$ cat config.mk
export PLATFORM = sky130hd
export DESIGN_NAME = fetch
export DESIGN_NICKNAME = d
export VERILOG_FILES = /design/src/rtl/fetch.sv
export SDC_FILE = /design/constraint.sdc
export NUM_CORES = 1
export LEC_CHECK = 0
export CELL_PAD_IN_SITES_DETAIL_PLACEMENT = 1
export CELL_PAD_IN_SITES_GLOBAL_PLACEMENT = 1
export CORE_UTILIZATION = 28
export DETAILED_ROUTE_END_ITERATION = 10
export PLACE_DENSITY_LB_ADDON = 0.1
export SLEW_MARGIN = 20
export SYNTH_ARGS = -nofsm -noshare
export SYNTH_HDL_FRONTEND = slang
export SYNTH_SLANG_ARGS = --single-unit
$ cat constraint.sdc
create_clock -name clk -period 3.1 [get_ports clk]
set_input_delay 0.465 -clock clk [delete_from_list [all_inputs] [get_ports clk]]
set_output_delay 0.465 -clock clk [all_outputs]
set_load 0.1 [all_outputs]
$ cat src/rtl/fetch.sv
// Instruction-fetch stage: owns the PC, requests instruction words, latches the response.
// Optional misaligned-PC fault detection is enabled by defining FETCH_MISALIGN_CHECK_EN.
module fetch #(
  parameter logic [31:0] RESET_VECTOR      = 32'h0000_0000,
  parameter logic [2:0]  CTRL_STATE_FETCH  = 3'd0,
  parameter logic [2:0]  CTRL_STATE_DECODE = 3'd1
) (
  input  logic        clk,
  input  logic        rst,
  input  logic [2:0]  state_reg,
  output logic [2:0]  fetch_next,
  output logic        imem_read_req_valid,
  output logic [31:0] imem_read_req_addr,
  input  logic        imem_read_res_valid,
  input  logic [31:0] imem_read_res_data,
  input  logic        pc_write,
  input  logic        pc_src,
  input  logic [31:0] pc_target,
  output logic [31:0] pc,
  output logic [31:0] pc_plus4,
  output logic [31:0] instr,
  output logic [31:0] fetch_count,
  output logic        fetch_fault
);

  localparam logic [31:0] InstrNop = 32'h0000_0013;

  logic in_fetch;
  logic accept;

  assign in_fetch            = (state_reg == CTRL_STATE_FETCH);
  assign imem_read_req_valid = in_fetch && !fetch_fault;
  assign imem_read_req_addr  = pc;
  assign pc_plus4            = pc + 32'd4;

  // A response only counts while the request is actually being presented.
  assign accept     = imem_read_req_valid && imem_read_res_valid;
  assign fetch_next = accept ? CTRL_STATE_DECODE : CTRL_STATE_FETCH;

  always_ff @(posedge clk or posedge rst) begin
    if (rst) begin
      pc          <= RESET_VECTOR;
      instr       <= InstrNop;
      fetch_count <= 32'd0;
    end else begin
      if (pc_write) begin
        pc <= pc_src ? pc_target : pc_plus4;
      end
      if (accept) begin
        instr       <= imem_read_res_data;
        fetch_count <= fetch_count + 32'd1;
      end
    end
  end

`ifdef FETCH_MISALIGN_CHECK_EN
  // pc_write wins so the fault is re-evaluated against the freshly written PC.
  always_ff @(posedge clk or posedge rst) begin
    if (rst) begin
      fetch_fault <= 1'b0;
    end else if (pc_write) begin
      fetch_fault <= 1'b0;
    end else if (in_fetch && (pc[1:0] != 2'b00)) begin
      fetch_fault <= 1'b1;
    end
  end
`else
  assign fetch_fault = 1'b0;
`endif

endmodule
==> out/results.txt, run 1 <==
The highest ir drop seen on vdd was 613 uV. The via-per-instance ratio was 4.91. The number of synthesized flops with an enable pin came out at 0. Clock slew seen by the registers of the worst setup and hold paths: 0.07 ns. Synthesis inferred 96 register bits.

In this run the count of I/O pins placed on the die edge is 237. The die covers 19000 um^2. Compared with the post-synthesis result, the final layout area differs by 56.2%. For this run the aggregate overflow at the end of global routing stands at 0. Counting distinct cell types in the post-synthesis netlist gives 48.

In this run the worst hold path is classified as reg2reg. The run gives 26300 um as the global-route wire length before repair. Summed over all nets, the half-perimeter wirelength after detailed placement is 12800 um.

The worst setup slack for register-to-register paths was 0.91 ns; the number of port buffers was 233. The total DRC errors in the routed layout was 0. TritonCTS built the clock tree.

The proportion of register bits with asynchronous set or reset after synthesis works out to 100%. Via count of the first global-routing pass: 4742. For hold timing, the worst endpoint is fetch_count[14]. In this run the horizontal extent of the chip is 138 um.

The tools report the number of maximum-capacitance violations as 0. Dividing the detail-routed wire length by the instance count gives 18.0 um. After clock tree synthesis, the flow added hold-fix buffers numbering 0.

The final layout contains routed wiring with a total length of 16900 um. For this block, the via count after detailed routing is 4613. For the worst setup path, the data required time is 2.63 ns.

On the final layout, the worst hold slack is 0.488 ns. At the pin with the least slew margin, the transition time is 0.615 ns. For this run, the top clock speed supported by timing is 340 MHz. The longest clock path from root to sink contains 2 buffers. Count of endpoints failing hold in the final timing report: 0. The worst register-to-register path has a depth of 5. The mean area per synthesized cell works out to 10.2 um^2. The start point of the worst hold path is fetch_count[14]. The synthesized design devotes to its leading area cell type 45.0% of total area. The largest fanout of any net on the critical path works out to 10.

The minimum clock period after layout was 2.94 ns. The startpoint identified for the worst register-to-register timing path is imem_read_req_addr[2]. Adding up every negative setup slack in the final design gives 0 ns. The total leakage power was 3.58 nW. Total number of yosys warnings: 0.

The most used flip-flop cell after synthesis is sky130_fd_sc_hd__dfrtp_1. After synthesis, the cell types taking the most area are sky130_fd_sc_hd__dfrtp_1 (45%), sky130_fd_sc_hd__mux2_2 (7.6%), sky130_fd_sc_hd__xnor2_1 (6.8%). Instance count along the most critical hold path: 1.

The flow ran to the end, and the final reports show no timing, DRC or antenna violations. The die height is 138 um, and the clock sink count is 96. The total CTS buffers came out at 9.

Summing all multi-input logic gate instances after layout gives 2700 um^2. In this run the standard cell core region covers 18000 um^2. The synthesized design spends more area on one cell type than any other, namely sky130_fd_sc_hd__dfrtp_1. The logs give 49 for the placement row count and 0 for the count of antenna-violating nets left after detailed routing.

Setup repair after global routing could not meet its margin everywhere. Of the cells placed in the final design, the portion with a size suffix greater than 1 is 40.6%. The iteration count of the initial detailed-routing pass came out at 4. The logs give 46.5% for the portion of the post-synthesis area used by sequential elements and 5170 um^2 for the netlist area before placement. The worst setup path is launched from a register. Critical register-to-register path endpoint: imem_read_req_addr[18]. The tools report the final number of max-transition violations as 0. The arrival time of data at the critical path endpoint is 2.48 ns, and the final estimated routing congestion in global placement is 0.800. In the synthesized netlist, the number of instances is 506. The number of antenna diodes in the final layout is 0.

The effective utilization at floorplan was 28.7%. The tools report the relative max-transition margin as 58.9%. The tree is rooted in a sky130_fd_sc_hd__clkbuf_16. The logs give 2430 um^2 for the storage element area and 0 for the number of antenna violations at the first check in global routing. The total power divided by cell area works out to 781 nW/um^2.

Endpoint class of the critical path: an output port. The iteration-0 DRC count of the detailed router was 129. Critical path start-end classification: reg2out. The number of H-tree levels was 3.

The later pin in the worst-skew pair is clocked with a latency of 0.36 ns. Fill cells in the final layout number 2005. The logs give 39 for the maximum number of pins on one net before global-route repair and 0.00811 ns for the worst clock skew.

After the last flow step, the layout net total stands at 779. Setup violations remaining at the end of the flow were counted as 0. The global-route total usage across every layer was 18.1%. The critical path starts at imem_read_req_addr[5]. In the finished design, the share of the clock period the worst path needs comes to 94.9%.
==> how the worst max path moves through the flow <==
| stage | to | slack, ns | cells after the start |
|---|---|---|---|
| floorplan | pc_plus4[14] | -0.17 | 5 |
| global placement | fetch_count[27] | 0.41 | 6 |
| detailed placement | fetch_count[27] | 0.37 | 6 |
| CTS | pc_plus4[31] | 0.11 | 5 |
| global route | pc_plus4[16] | -0.02 | 6 |
| finish | pc_plus4[31] | 0.16 | 5 |
==> synthesized netlist by cell type, drive strengths merged (3+ instances only) <==
library cell and number:
buf 45, xor2 18, nor2 24, nand4 21, nor2b 11, mux2 35
o21ai 17, nand2 36, o22ai 6, dfstp 3, and3 12, nor3 11
mux2i 3, o32ai 3, a22oi 6, clkbuf 17, and2 5, nand3 31
o311ai 5, xnor2 41, a2bb2oi 3, and4 7, inv 9, dfrtp 93
a21boi 3, a21oi 21
==> routing by layer <==
layer | routed length [um] | part of all wire, % | vias up | track usage, %
li1 | - | - | 2135 | -
met1 | 6990 | 41 | 2302 | 21.9
met2 | 8440 | 50 | 161 | 30.8
met3 | 1260 | 7.5 | 15 | 5.81
met4 | 233 | 1.4 | 0 | 4.77
met5 | 0 | 0 | - | 0
==> cells in the final DEF (no fill, tap or decap), types with 5 or more instances in the layout <==
| cell type | synthesis | final |
|---|---|---|
| sky130_fd_sc_hd__a21oi_1 | 21 | 21 |
| sky130_fd_sc_hd__a22oi_1 | 6 | 6 |
| sky130_fd_sc_hd__and2_1 | 5 | 5 |
| sky130_fd_sc_hd__and3_1 | 12 | 12 |
| sky130_fd_sc_hd__and4_1 | 7 | 7 |
| sky130_fd_sc_hd__buf_12 | 0 | 24 |
| sky130_fd_sc_hd__buf_4 | 38 | 153 |
| sky130_fd_sc_hd__clkbuf_16 | 0 | 9 |
| sky130_fd_sc_hd__clkdlybuf4s50_1 | 0 | 71 |
| sky130_fd_sc_hd__dfrtp_1 | 93 | 71 |
| sky130_fd_sc_hd__dfrtp_2 | 0 | 22 |
| sky130_fd_sc_hd__inv_1 | 9 | 8 |
| sky130_fd_sc_hd__mux2_2 | 35 | 35 |
| sky130_fd_sc_hd__nand2_1 | 36 | 36 |
| sky130_fd_sc_hd__nand3_1 | 31 | 31 |
| sky130_fd_sc_hd__nand4_1 | 20 | 20 |
| sky130_fd_sc_hd__nor2_1 | 21 | 21 |
| sky130_fd_sc_hd__nor2b_1 | 11 | 11 |
| sky130_fd_sc_hd__nor3_1 | 10 | 10 |
| sky130_fd_sc_hd__o21ai_0 | 17 | 17 |
| sky130_fd_sc_hd__o22ai_1 | 6 | 6 |
| sky130_fd_sc_hd__o311ai_0 | 5 | 5 |
| sky130_fd_sc_hd__xnor2_1 | 40 | 20 |
| sky130_fd_sc_hd__xnor2_2 | 1 | 11 |
| sky130_fd_sc_hd__xnor2_4 | 0 | 10 |
| sky130_fd_sc_hd__xor2_1 | 18 | 12 |
==> kinds of logic after synthesis <==
family                   count (synthesis)  share of synthesized area, %
adder cells (fa/ha/maj)                  2                         0.484
other                                    1                        0.0725
flip-flops                              96                          46.5
buffers and inverters                   71                          8.05
XOR/XNOR                                59                          10.1
AND/OR/NAND/NOR                        166                          17.6
multiplexers                            38                          8.20
AO/OA/AOI/OAI                           73                          9.00
==> area by class of cell <==
| cell class | instances | share of cell area (%) |
|---|---|---|
| sequential | 96 | 30.1 |
| inverter | 9 | 0.449 |
| clock inverter | 5 | 0.496 |
| clock buffer | 11 | 3.00 |
| multi-input combinational | 341 | 33.4 |
| timing repair buffer | 248 | 29.0 |
| tap | 229 | 3.55 |
==> worst max-delay path, cell delays in order (launching register included) <==
cell	delay, ns
sky130_fd_sc_hd__dfrtp_2	0.46
sky130_fd_sc_hd__nand3_1	0.18
sky130_fd_sc_hd__nor2_1	0.52
sky130_fd_sc_hd__nand4_1	0.46
sky130_fd_sc_hd__xnor2_4	0.30
sky130_fd_sc_hd__buf_12	0.20
==> where the power goes <==
| part | total, mW | switching [mW] | internal, mW |
|---|---|---|---|
| registers | 1.70 | 0.260 | 1.44 |
| logic | 3.51 | 2.68 | 0.827 |
| clock network | 1.10 | 0.527 | 0.573 |
==> metrics by stage <==
| stage | util (%) | area [um^2] | setup slack [ns] | power, mW | std cells |
|---|---|---|---|---|---|
| 2_1_floorplan | - | 5550 | -0.169 | 4.46 | 508 |
| 3_5_place_dp | 43.3 | 7800 | 0.366 | 5.26 | 923 |
| 3_3_place_gp | 43.3 | 7800 | 0.414 | 5.22 | 923 |
| 5_1_grt | 44.8 | 8080 | -0.0182 | 6.55 | 939 |
| 4_1_cts | 44.8 | 8080 | 0.111 | 6.40 | 939 |
| 6_report | 44.8 | 8080 | 0.159 | 6.31 | 939 |
==> flip-flops by register name (all words and copies together), names as in the netlist <==
name	flops
imem_read_req_addr	32
fetch_count	32
instr	32
==> what timing repair did <==
item	CTS	global route
gates resized for setup	0	0
buffers inserted	0	0
setup endpoints to repair	0	1
No activity file was read; power rests on OpenSTA's default activity.
==> run 2, diff against run 1 <==
- HOLD_SLACK_MARGIN: unset -> 0.02
==> results of run 2 <==
Same layout as run 1: the final DEF is identical, and so are final timing and power.
==> RTL change (config.mk and constraints of run 1) <==
Add a define of `FETCH_MISALIGN_CHECK_EN`.
--- a/src/rtl/fetch.sv
+++ b/src/rtl/fetch.sv
@@ -2,2 +2,4 @@
 // Optional misaligned-PC fault detection is enabled by defining FETCH_MISALIGN_CHECK_EN.
+`define FETCH_MISALIGN_CHECK_EN
+
 module fetch #(
Formal check against the unedited RTL: not equivalent (a bounded check fails within 4 cycles, from zero or initial values and one cycle with rst high).
==> RTL change against run 1 <==
Sequential cell count up 1. Cell area increased by 5.8%. Setup slack got worse by 0.0016 ns. Count of clock-buffer cells in the layout shrank 2. Wire length is 9.1% higher. Fmax barely moved. Area after synthesis rose by 7.5%. Power up 6.2%. Critical endpoint is now pc_plus4[14].
==> RTL change: results (changes against run 1) <==
Route
  – Vias after detailed routing: 4912 (+6.5%)
  – Count of TritonRoute iterations in the first routing pass: 5 (+1)
  – Detailed-route wire length on metal 1: 8.001 mm (+15%)
  – Met2 WL: 9.223 mm (+9.3%)
  – Routed length per placed instance: 18.28 um (+1.5%)

Yosys
  – Sequential element share of the synthesized area: 43.69% (-2.8 points)
  – Xor and xnor fraction of the mapped netlist area: 8.972% (-1.2 points)
  – Top post-synthesis cells by area: dfrtp_1, xnor2_1, mux2_2
  – Gate count of the mapped netlist: 542 (+7.1%)
  – Multiplexer share of the synthesized area: 8.028% (-0.17 points)
  – Area share of fa/ha/maj cells after synthesis: 0.4497% (-0.034 points)
  – Post-synthesis compound-gate area fraction: 8.568% (-0.43 points)
  – Most numerous cell types in the synthesized netlist: dfrtp_1, xnor2_1, buf_4
  – Count of distinct cell types in the synthesized netlist: 59 (+23%)

Clocking
  – CTS sink count: 97 (+1.0%)

Pwr
  – Worst ir drop on vdd: 351.8 uV (-43%)

Final layout
  – Layout cell share with drive strength beyond 1: 42.07% (+1.5 points)
  – Non-clock inverters: 14 (+5)
  – Count of nets after finishing: 813 (+4.4%)
  – Sequential cell area: 2461 sq um (+1.1%)
  – Filler cell count in the final layout: 2125 (+6.0%)
  – Fraction of area in multi-input gates: 34.46% (+1.0 points)
  – Area share of buffers outside the clock network: 28.30% (-0.66 points)
  – Non-filler cells in the finished layout: 1009 (+7.5%)

Placement
  – Half-perimeter wire length of the detailed placement result: 14.05 mm (+9.9%)
  – Area of placed instances: 8189 sq um (+5.0%)
  – I/O Buffers: 234 (+0.43%)
  – Routability-driven placement congestion ratio: 0.7906 (-1.1%)
  – Number of cells after detailed placement: 992 (+7.5%)
  – DP Worst Slack: 0.3239 ns (-0.04161 ns)

Global routing
  – Total routing usage reported by global routing: 18.39% (+0.30 points)
  – Met3 Usage GRT: 3.823% (-2.0 points)
  – Met2 GRT Util: 30.71% (-0.044 points)
  – Global-route met1 utilization: 24.00% (+2.1 points)
  – First-pass GRT wire length: 28.51 mm (+8.6%)
  – Number of global-route vias before repair: 5075 (+7.0%)

Worst setup path
  – Endpoint of the most critical register-to-register path: imem_read_req_addr[20]$_DFFE_PP0P_

Die
  – Number of placement rows: 51 (+4.1%)

Timing
  – Final-layout worst hold slack: 0.4834 ns (-0.004984 ns)
  – Post-route clock skew: 0.01235 ns (+0.004249 ns)

Status
  – Outcome: finished clean

Min path
  – Source of the worst hold timing path: fetch_count[31]$_DFFE_PP0P_
RTL change: worst max path at each step:
stage	from	to	slack, ns	cells past startpoint
after floorplan	rst	imem_read_req_addr[10]$_DFFE_PP0P_	-0.11	1
after global placement	state_reg[1]	instr[29]$_DFFE_PP0P_	0.37	6
after CTS	imem_read_req_addr[19]$_DFFE_PP0P_	pc_plus4[31]	0.04	5
after global routing	imem_read_req_addr[19]$_DFFE_PP0P_	pc_plus4[31]	0.002	5
after detailed placement	state_reg[0]	instr[2]$_DFFE_PP0P_	0.32	6
final	imem_read_req_addr[2]$_DFFE_PP0P_	pc_plus4[14]	0.16	6
RTL change: critical path, stage by stage (launching register included):
cell	delay, ns
dfrtp_2	0.42
ha_1	0.28
nand4_1	0.25
buf_4	0.23
or4_1	0.53
xnor2_4	0.22
buf_12	0.19
RTL change: power by group:
| group | total (mW) | switching (mW) | internal [mW] |
|---|---|---|---|
| logic | 3.68 | 2.81 | 0.873 |
| clock network | 1.27 | 0.548 | 0.725 |
| registers | 1.75 | 0.285 | 1.46 |
